--- config.mk ---
export PLATFORM = sky130hd
export DESIGN_NAME = idecode_sb_flat
export DESIGN_NICKNAME = d
export VERILOG_FILES = /design/src/rtl/idecode_sb_pkg.sv /design/src/rtl/idecode_sb_if.sv /design/src/rtl/idecode_sb_scoreboard.sv /design/src/rtl/idecode_sb.sv /design/src/flat_wrapper.sv
export SDC_FILE = /design/constraint.sdc
export NUM_CORES = 1
export LEC_CHECK = 0
export BUFFER_PORTS_ARGS = -buffer_cell sky130_fd_sc_hd__buf_4
export CAP_MARGIN = 10
export CORE_AREA = 2 2 110 112
export DETAILED_ROUTE_END_ITERATION = 12
export DIE_AREA = 0 0 112 114
export PLACE_DENSITY = 0.9
export SYNTH_ARGS = -nofsm -noshare
export SYNTH_HDL_FRONTEND = slang
export SYNTH_SLANG_ARGS = --single-unit
--- constraint.sdc ---
create_clock -name clk -period 4.14 [get_ports clk]
set_input_delay 0.414 -clock clk [delete_from_list [all_inputs] [get_ports clk]]
set_output_delay 0.414 -clock clk [all_outputs]
set_load 0.005 [all_outputs]
--- src/rtl/idecode_sb_pkg.sv ---
// idecode_sb shared definitions: instruction field positions, register-number
// width derivation and the opcode/immediate decode helpers.
// Optional build macro IDECODE_WB_FWD_EN (same-cycle WB bypass) is consumed by
// the scoreboard and the top; nothing here depends on it.
package idecode_sb_pkg;

    // Helpers take operands zero-padded to this width so they serve any legal
    // parameter set; callers truncate the result back to their own widths.
    localparam int MAXW = 64;

    function automatic int w_rd_of(input int nreg);
        return (nreg > 1) ? $clog2(nreg) : 1;
    endfunction

    // Field layout from the MSB down: opc, immf, rd, rs.
    function automatic int opc_lsb(input int word, input int w_opc);
        return word - w_opc;
    endfunction

    function automatic int immf_bit(input int word, input int w_opc);
        return word - w_opc - 1;
    endfunction

    function automatic int rd_lsb(input int word, input int w_opc, input int w_rd);
        return word - w_opc - 1 - w_rd;
    endfunction

    function automatic int rs_lsb(input int word, input int w_opc, input int w_rd);
        return word - w_opc - 1 - 2 * w_rd;
    endfunction

    // Decoded opcode: logical-group flag (opc MSB) above the 3-bit ALU selector.
    function automatic logic [MAXW-1:0] decode_ope(input logic [MAXW-1:0] opc, input int w_opc);
        return (MAXW'(opc[w_opc-1]) << 3) | (opc & MAXW'(7));
    endfunction

    // Opcodes with the bit below the MSB set (stores, branches) write no register.
    function automatic logic has_wb(input logic [MAXW-1:0] opc, input int w_opc);
        return ~opc[w_opc-2];
    endfunction

    // Logical group zero-extends, everything else sign-extends.
    function automatic logic [MAXW-1:0] expand_imm(input logic [MAXW-1:0] imm, input int w_imm,
                                                   input logic zext);
        logic [MAXW-1:0] mask;
        logic [MAXW-1:0] val;
        mask = (MAXW'(1) << w_imm) - MAXW'(1);
        val  = imm & mask;
        if (!zext && imm[w_imm-1]) val = val | ~mask;
        return val;
    endfunction

endpackage

--- src/rtl/idecode_sb_if.sv ---
// idecode_sb bus bundle: IF handshake, regfile read ports, WB snoop and the
// EX-bound decoded instruction. master = surrounding pipeline, slave = ID.
interface idecode_sb_if #(
    parameter int WORD   = 32,
    parameter int ADDR   = 32,
    parameter int NREG   = 8,
    parameter int W_OPC  = 6,
    parameter int W_DOPC = 4
);
    import idecode_sb_pkg::*;

    localparam int W_RD = w_rd_of(NREG);

    logic              v_i;
    logic              stall_o;
    logic [WORD-1:0]   inst_i;
    logic [ADDR-1:0]   origaddr_i;
    logic              flush_i;
    logic [W_RD-1:0]   r0_num_o;
    logic [W_RD-1:0]   r1_num_o;
    logic [WORD-1:0]   r0_data_i;
    logic [WORD-1:0]   r1_data_i;
    logic              wb_v_i;
    logic [W_RD-1:0]   wb_num_i;
    logic [WORD-1:0]   wb_data_i;
    logic              v_o;
    logic              stall_i;
    logic [WORD-1:0]   src_o;
    logic [WORD-1:0]   dest_o;
    logic              wb_o;
    logic [W_RD-1:0]   rd_num_o;
    logic [W_DOPC-1:0] dopc_o;
    logic [W_OPC-1:0]  opc_o;
    logic [ADDR-1:0]   origaddr_o;

    modport master (
        output v_i, inst_i, origaddr_i, flush_i, r0_data_i, r1_data_i,
               wb_v_i, wb_num_i, wb_data_i, stall_i,
        input  stall_o, r0_num_o, r1_num_o, v_o, src_o, dest_o, wb_o,
               rd_num_o, dopc_o, opc_o, origaddr_o
    );

    modport slave (
        input  v_i, inst_i, origaddr_i, flush_i, r0_data_i, r1_data_i,
               wb_v_i, wb_num_i, wb_data_i, stall_i,
        output stall_o, r0_num_o, r1_num_o, v_o, src_o, dest_o, wb_o,
               rd_num_o, dopc_o, opc_o, origaddr_o
    );
endinterface

--- src/rtl/idecode_sb_scoreboard.sv ---
// idecode_scoreboard: per-register busy bits for in-flight writers.
// Priority per bit: flush kill > capture set > WB clear.
// IDECODE_WB_FWD_EN: a source being retired by WB this cycle is not a hazard
// and the match outputs steer the WB data into the operand registers.
module idecode_scoreboard #(
    parameter int NREG = 8,
    parameter int W_RD = 3
) (
    input  logic            clk,
    input  logic            rst,
    input  logic            set_v,
    input  logic [W_RD-1:0] set_num,
    input  logic            clr_v,
    input  logic [W_RD-1:0] clr_num,
    input  logic            kill_v,
    input  logic [W_RD-1:0] kill_num,
    input  logic [W_RD-1:0] rd_num,
    input  logic [W_RD-1:0] rs_num,
    input  logic            rs_used,
    output logic            rd_hz,
    output logic            rs_hz,
    output logic            rd_fwd,
    output logic            rs_fwd
);

    logic [NREG-1:0] busy;

    // Busy vector update; the flush kill of the squashed writer overrides all.
    always_ff @(posedge clk or posedge rst) begin
        if (rst) begin
            busy <= '0;
        end else begin
            for (int i = 0; i < NREG; i++) begin
                if (kill_v && kill_num == W_RD'(i))     busy[i] <= 1'b0;
                else if (set_v && set_num == W_RD'(i))  busy[i] <= 1'b1;
                else if (clr_v && clr_num == W_RD'(i))  busy[i] <= 1'b0;
            end
        end
    end

`ifdef IDECODE_WB_FWD_EN
    logic rd_match;
    logic rs_match;

    // A register retired by WB this cycle is readable from the WB bus.
    always_comb begin
        rd_match = clr_v && (clr_num == rd_num);
        rs_match = clr_v && (clr_num == rs_num);
        rd_hz    = busy[rd_num] & ~rd_match;
        rs_hz    = rs_used & busy[rs_num] & ~rs_match;
        rd_fwd   = rd_match;
        rs_fwd   = rs_used & rs_match;
    end
`else
    // Without bypass any busy operand waits for the cycle after its WB.
    always_comb begin
        rd_hz  = busy[rd_num];
        rs_hz  = rs_used & busy[rs_num];
        rd_fwd = 1'b0;
        rs_fwd = 1'b0;
    end
`endif

endmodule

--- src/rtl/idecode_sb.sv ---
// idecode_sb: decode stage with a local register scoreboard.
// Splits the instruction, reads rd/rs through the regfile, stalls IF on RAW/WAW
// hazards against in-flight writers and registers decoded operands for EX.
// Build macro IDECODE_WB_FWD_EN enables same-cycle bypass of the WB result.
module idecode_sb
    import idecode_sb_pkg::*;
#(
    parameter int WORD   = 32,
    parameter int ADDR   = 32,
    parameter int NREG   = 8,
    parameter int W_OPC  = 6,
    parameter int W_DOPC = 4,
    parameter int W_IMM  = 16
) (
    input logic         clk,
    input logic         rst,
    idecode_sb_if.slave bus
);

    localparam int W_RD     = w_rd_of(NREG);
    localparam int IMMF_BIT = immf_bit(WORD, W_OPC);
    localparam int RD_LSB   = rd_lsb(WORD, W_OPC, W_RD);
    localparam int RS_LSB   = rs_lsb(WORD, W_OPC, W_RD);

    if (W_OPC + 1 + 2 * W_RD + W_IMM > WORD) begin : g_bad_layout
        $error("idecode_sb: instruction fields do not fit in WORD");
    end

    logic [W_OPC-1:0]  opc;
    logic              immf;
    logic [W_RD-1:0]   rd;
    logic [W_RD-1:0]   rs;
    logic [W_IMM-1:0]  imm;
    logic              wb_n;
    logic [W_DOPC-1:0] dopc_n;
    logic [WORD-1:0]   src_n;
    logic [WORD-1:0]   dest_n;

    logic rd_hz, rs_hz, rd_fwd, rs_fwd;
    logic hazard, ready, accept;

    logic              v_r;
    logic [WORD-1:0]   src_r;
    logic [WORD-1:0]   dest_r;
    logic              wb_r;
    logic [W_RD-1:0]   rd_r;
    logic [W_DOPC-1:0] dopc_r;
    logic [W_OPC-1:0]  opc_r;
    logic [ADDR-1:0]   addr_r;

    assign opc  = bus.inst_i[WORD-1 -: W_OPC];
    assign immf = bus.inst_i[IMMF_BIT];
    assign rd   = bus.inst_i[RD_LSB +: W_RD];
    assign rs   = bus.inst_i[RS_LSB +: W_RD];
    assign imm  = bus.inst_i[W_IMM-1:0];

    assign bus.r0_num_o = rd;
    assign bus.r1_num_o = rs;

    idecode_scoreboard #(.NREG(NREG), .W_RD(W_RD)) u_sb (
        .clk      (clk),
        .rst      (rst),
        .set_v    (accept & wb_n),
        .set_num  (rd),
        .clr_v    (bus.wb_v_i),
        .clr_num  (bus.wb_num_i),
        .kill_v   (bus.flush_i & v_r & wb_r),
        .kill_num (rd_r),
        .rd_num   (rd),
        .rs_num   (rs),
        .rs_used  (~immf),
        .rd_hz    (rd_hz),
        .rs_hz    (rs_hz),
        .rd_fwd   (rd_fwd),
        .rs_fwd   (rs_fwd)
    );

    // Handshake: EX slot frees when empty or drained; a hazard holds IF off.
    always_comb begin
        hazard      = bus.v_i & (rd_hz | rs_hz);
        ready       = ~v_r | ~bus.stall_i;
        accept      = bus.v_i & ready & ~hazard & ~bus.flush_i;
        bus.stall_o = bus.v_i & ~(ready & ~hazard);
    end

    // Operand selection and opcode decode for the instruction on inst_i.
    always_comb begin
        wb_n   = has_wb(MAXW'(opc), W_OPC);
        dopc_n = W_DOPC'(decode_ope(MAXW'(opc), W_OPC));
        dest_n = rd_fwd ? bus.wb_data_i : bus.r0_data_i;
        if (immf) src_n = WORD'(expand_imm(MAXW'(imm), W_IMM, opc[W_OPC-1]));
        else      src_n = rs_fwd ? bus.wb_data_i : bus.r1_data_i;
    end

    // Valid bit: flush empties the slot even while EX is stalling.
    always_ff @(posedge clk or posedge rst) begin
        if (rst)               v_r <= 1'b0;
        else if (bus.flush_i)  v_r <= 1'b0;
        else if (ready)        v_r <= accept;
    end

    // Payload registers load only on accept, so a stalled slot holds steady.
    always_ff @(posedge clk or posedge rst) begin
        if (rst) begin
            src_r  <= '0;
            dest_r <= '0;
            wb_r   <= 1'b0;
            rd_r   <= '0;
            dopc_r <= '0;
            opc_r  <= '0;
            addr_r <= '0;
        end else if (accept) begin
            src_r  <= src_n;
            dest_r <= dest_n;
            wb_r   <= wb_n;
            rd_r   <= rd;
            dopc_r <= dopc_n;
            opc_r  <= opc;
            addr_r <= bus.origaddr_i;
        end
    end

    assign bus.v_o        = v_r;
    assign bus.src_o      = src_r;
    assign bus.dest_o     = dest_r;
    assign bus.wb_o       = wb_r;
    assign bus.rd_num_o   = rd_r;
    assign bus.dopc_o     = dopc_r;
    assign bus.opc_o      = opc_r;
    assign bus.origaddr_o = addr_r;

endmodule
--- src/flat_wrapper.sv ---
// flat-port wrapper written by rule: the top's interface ports become plain ports
module idecode_sb_flat import idecode_sb_pkg::*;
#(
    parameter int WORD   = 32,
    parameter int ADDR   = 32,
    parameter int NREG   = 8,
    parameter int W_OPC  = 6,
    parameter int W_DOPC = 4,
    parameter int W_IMM  = 16
)
  (clk, rst, bus_v_i, bus_inst_i, bus_origaddr_i, bus_flush_i, bus_r0_data_i, bus_r1_data_i, bus_wb_v_i, bus_wb_num_i, bus_wb_data_i, bus_stall_i, bus_stall_o, bus_r0_num_o, bus_r1_num_o, bus_v_o, bus_src_o, bus_dest_o, bus_wb_o, bus_rd_num_o, bus_dopc_o, bus_opc_o, bus_origaddr_o);
  idecode_sb_if #(.WORD(WORD), .ADDR(ADDR), .NREG(NREG), .W_OPC(W_OPC), .W_DOPC(W_DOPC)) bus_i ();
  input logic clk;
  input logic rst;
  input wire logic [$bits(bus_i.v_i)-1:0] bus_v_i;
  input wire logic [$bits(bus_i.inst_i)-1:0] bus_inst_i;
  input wire logic [$bits(bus_i.origaddr_i)-1:0] bus_origaddr_i;
  input wire logic [$bits(bus_i.flush_i)-1:0] bus_flush_i;
  input wire logic [$bits(bus_i.r0_data_i)-1:0] bus_r0_data_i;
  input wire logic [$bits(bus_i.r1_data_i)-1:0] bus_r1_data_i;
  input wire logic [$bits(bus_i.wb_v_i)-1:0] bus_wb_v_i;
  input wire logic [$bits(bus_i.wb_num_i)-1:0] bus_wb_num_i;
  input wire logic [$bits(bus_i.wb_data_i)-1:0] bus_wb_data_i;
  input wire logic [$bits(bus_i.stall_i)-1:0] bus_stall_i;
  output wire logic [$bits(bus_i.stall_o)-1:0] bus_stall_o;
  output wire logic [$bits(bus_i.r0_num_o)-1:0] bus_r0_num_o;
  output wire logic [$bits(bus_i.r1_num_o)-1:0] bus_r1_num_o;
  output wire logic [$bits(bus_i.v_o)-1:0] bus_v_o;
  output wire logic [$bits(bus_i.src_o)-1:0] bus_src_o;
  output wire logic [$bits(bus_i.dest_o)-1:0] bus_dest_o;
  output wire logic [$bits(bus_i.wb_o)-1:0] bus_wb_o;
  output wire logic [$bits(bus_i.rd_num_o)-1:0] bus_rd_num_o;
  output wire logic [$bits(bus_i.dopc_o)-1:0] bus_dopc_o;
  output wire logic [$bits(bus_i.opc_o)-1:0] bus_opc_o;
  output wire logic [$bits(bus_i.origaddr_o)-1:0] bus_origaddr_o;
  assign bus_i.v_i = bus_v_i;
  assign bus_i.inst_i = bus_inst_i;
  assign bus_i.origaddr_i = bus_origaddr_i;
  assign bus_i.flush_i = bus_flush_i;
  assign bus_i.r0_data_i = bus_r0_data_i;
  assign bus_i.r1_data_i = bus_r1_data_i;
  assign bus_i.wb_v_i = bus_wb_v_i;
  assign bus_i.wb_num_i = bus_wb_num_i;
  assign bus_i.wb_data_i = bus_wb_data_i;
  assign bus_i.stall_i = bus_stall_i;
  assign bus_stall_o = bus_i.stall_o;
  assign bus_r0_num_o = bus_i.r0_num_o;
  assign bus_r1_num_o = bus_i.r1_num_o;
  assign bus_v_o = bus_i.v_o;
  assign bus_src_o = bus_i.src_o;
  assign bus_dest_o = bus_i.dest_o;
  assign bus_wb_o = bus_i.wb_o;
  assign bus_rd_num_o = bus_i.rd_num_o;
  assign bus_dopc_o = bus_i.dopc_o;
  assign bus_opc_o = bus_i.opc_o;
  assign bus_origaddr_o = bus_i.origaddr_o;
  idecode_sb #(.WORD(WORD), .ADDR(ADDR), .NREG(NREG), .W_OPC(W_OPC), .W_DOPC(W_DOPC), .W_IMM(W_IMM)) u_core (.clk(clk), .rst(rst), .bus(bus_i));
endmodule
==> results.md <==
* Netlist cell types at 32
* CTS tree: built
* Avg Vias per Cell at 5.055
* Total Routed Length at 13.38 mm
* Setup_tns at 0 ns
* Design area at 7597 µm²
* Period utilization at 59.32%
* GRT Total Usage at 21.03%
* Fin util at 64.87%
* Die area at 12770 µm²
* RSZ-0062 raised after global routing: no
* Crit Path Class: reg -> reg
* Worst-Margin Slew at 0.6547 ns
* Syn Std Cell Area at 4997 µm²
* Initial antenna violation count at 0
* Hold/Removal Path Class: in -> async
* R2R setup slack at 1.68 ns
* Leak Pwr at 3.631 nW
* Final WS setup at 1.684 ns
* Post-CTS setup buffers at 0
* Hold-fix buffers, CTS at 0
* Rows at 40
* ANT cells at 0
* Final Hold Vio Count at 0
* Vias in the first global route at 4284
* CP required at 4.44 ns
* Post-Synthesis Cells at 352
* Yosys warnings at 0
* CTS max path bufs at 2
* Largest net degree at the start of global routing at 75
* Commonest non-fill, non-tap cell in the layout: buf_4
* Max-Cap Viols at 0
* GPL Wtd Cong at 0.9111
* Final ANT Viol Nets at 0
* Slew margin rel. at 56.36%
* Clk_lat worst skew at 0.42 ns
* IO Port Bufs at 251
* Most frequent cells in the layout: buf_4, dfrtp_1, mux2_2
* CP Launch Type: flip-flop
* Worst vdd ir at 0.3268 mV
* Non-Filler Instances at 759
* WL/cell at 17.63 µm
* Syn Nets at 521
* Final setup violation count at 0
* Ratio of cells with drive above 1 in the final layout at 61.27%
* I/O pins at 287
* Sequential element share of the synthesized area at 57.59%
* GRT Residual Overflow at 0
* Via count at 3837
* Clk slew on worst S/H paths at 0.06 ns
* Crit Reg-Reg Endpoint: u_core.bus.src_o[17]$_DFFE_PP0N_
* Slew Viols, Final at 0
* PD cells at 574.9 nW/µm²
* H-tree depth at 4
* Arr. time, crit path at 2.76 ns
* Crit. Startpoint: u_core.u_sb.busy[0]$_DFFE_PP0P_
* Area of placed instances at 6953 µm²
* DPL Wire Length at 9.832 mm
* Length of the first detailed-routing pass in iterations at 4
* CP max FO at 32
* Root buffer selected by CTS: clkbuf_16
* Placed Cells at 727
* Pre-CTS WS at 1.488 ns
* Register-to-Register Path Depth at 5
* Clock Sinks at 115
* Outcome: finished, final reports clean
* Initial drt markers at 113
* Worst r2r src: u_core.u_sb.busy[0]$_DFFE_PP0P_
* Period minus WS final at 2.456 ns
* Clk_skew at 0.008440 ns
* # resized after CTS at 0
* Endpoint type of the worst setup path: flip-flop
* Fill count at 848
* Total chip power at 4.368 mW
* Multi-input gate area at 1891 µm²
* Core box area at 11710 µm²
* Syn-to-layout area delta at 52.03%
* DR DRC count at 0
* FF+latch count, synth at 115
* Initial core utilization at 42.67%
* Register Area at 2878 µm²
* Inserted Clock Buffers at 17
* Synth Area per Inst at 14.20 µm²
* Die Ht at 114 µm
* Hold Slack at 0.09687 ns
* Fmax at 407.2 MHz
* First-pass GRT wire length at 20.65 mm
* Net count, final at 768
* Die width at 112 µm
cell type report:
type / count / share of cell area, %
clock buffers: 20 / 6.143
flip-flops and latches: 115 / 37.88
repair buffers: 255 / 25.36
inverters: 19 / 0.9717
clock inverters: 12 / 2.339
well taps: 147 / 2.421
multi-input cells: 191 / 24.88
per-layer routing:
layer / share of wire (%) / vias to the layer above / routed length [µm] / global-route usage (%)
met5: 0 / - / 0 / 0
met1: 35 / 1889 / 4674 / 20.78
met4: 2.7 / 0 / 359 / 10.49
li1: - / 1752 / - / -
met3: 7.3 / 28 / 979 / 7.279
met2: 55 / 168 / 7366 / 39.19
sequential cells by signal, summed over array words and instances (netlist names):
signal / flops
u_core.bus.rd_num_o: 3
u_core.bus.opc_o: 6
u_core.bus.v_o: 1
u_core.bus.wb_o: 1
u_core.bus.dest_o: 32
u_core.bus.src_o: 32
u_core.bus.origaddr_o: 32
u_core.u_sb.busy: 8
logic make-up after synthesis:
kind of cell | synth area share [%]
AOI/OAI and AO/OA | 5.433
buffers and inverters | 4.732
DFF | 57.59
muxes | 29.44
and+or+nand+nor | 2.804
worst max path at each step:
stage | to | slack, ns
4_1_cts | u_core.bus.origaddr_o[18]$_DFFE_PP0N_ | 1.69
5_1_grt | u_core.bus.origaddr_o[23]$_DFFE_PP0N_ | 1.62
6_report | u_core.bus.src_o[17]$_DFFE_PP0N_ | 1.68
3_3_place_gp | u_core.bus.dest_o[12]$_DFFE_PP0N_ | 1.56
3_5_place_dp | u_core.bus.dest_o[6]$_DFFE_PP0N_ | 1.49
2_1_floorplan | u_core.bus.dest_o[0]$_DFFE_PP0N_ | 0.68
worst max-delay path, cell delays in order (launching register included):
cell and delay [ns]:
dfrtp_1 0.42, mux4_2 0.47, mux2_2 0.32, a211oi_4 0.28, buf_4 0.44, mux2_2 0.39
Yosys cell counts:
master     instances  area (µm²)
mux4_2             3       67.56
o41ai_1            4       35.03
o31a_1             1       8.760
dfrtp_1          115        2878
or3_1              3       18.77
mux2_1            39       439.2
mux2_2            83       934.7
nand4b_1           1       8.760
nor2b_1            1       6.260
inv_1             19       71.32
buf_2              6       30.03
o21ai_0           17       85.08
o31ai_1            4       30.03
o221ai_1           5       43.79
buf_4             15       112.6
o22ai_1            1       6.260
mux2i_1            3       30.03
a2bb2oi_1          1       8.760
a21o_1             1       7.510
a21oi_1            2       10.01
o211ai_1           1       7.510
a211oi_2           1       12.51
o311ai_0           1       8.760
a21boi_0           1       7.510
nor2_1             1       3.750
nand3b_1           4       30.03
nand2_1            4       15.01
clkbuf_1           6       22.52
nand3_1            1       5.000
nand2b_1           6       37.54
and3b_1            1       8.760
nand4_1            1       6.260
power breakdown:
group          leakage, nW  switching (mW)  internal [mW]
Combinational         1.95           0.406          0.739
Clock                0.305           0.524           1.05
Sequential            1.37           0.194           1.45
Total                 3.63            1.12           3.24
(Power assumes the default switching activity.)
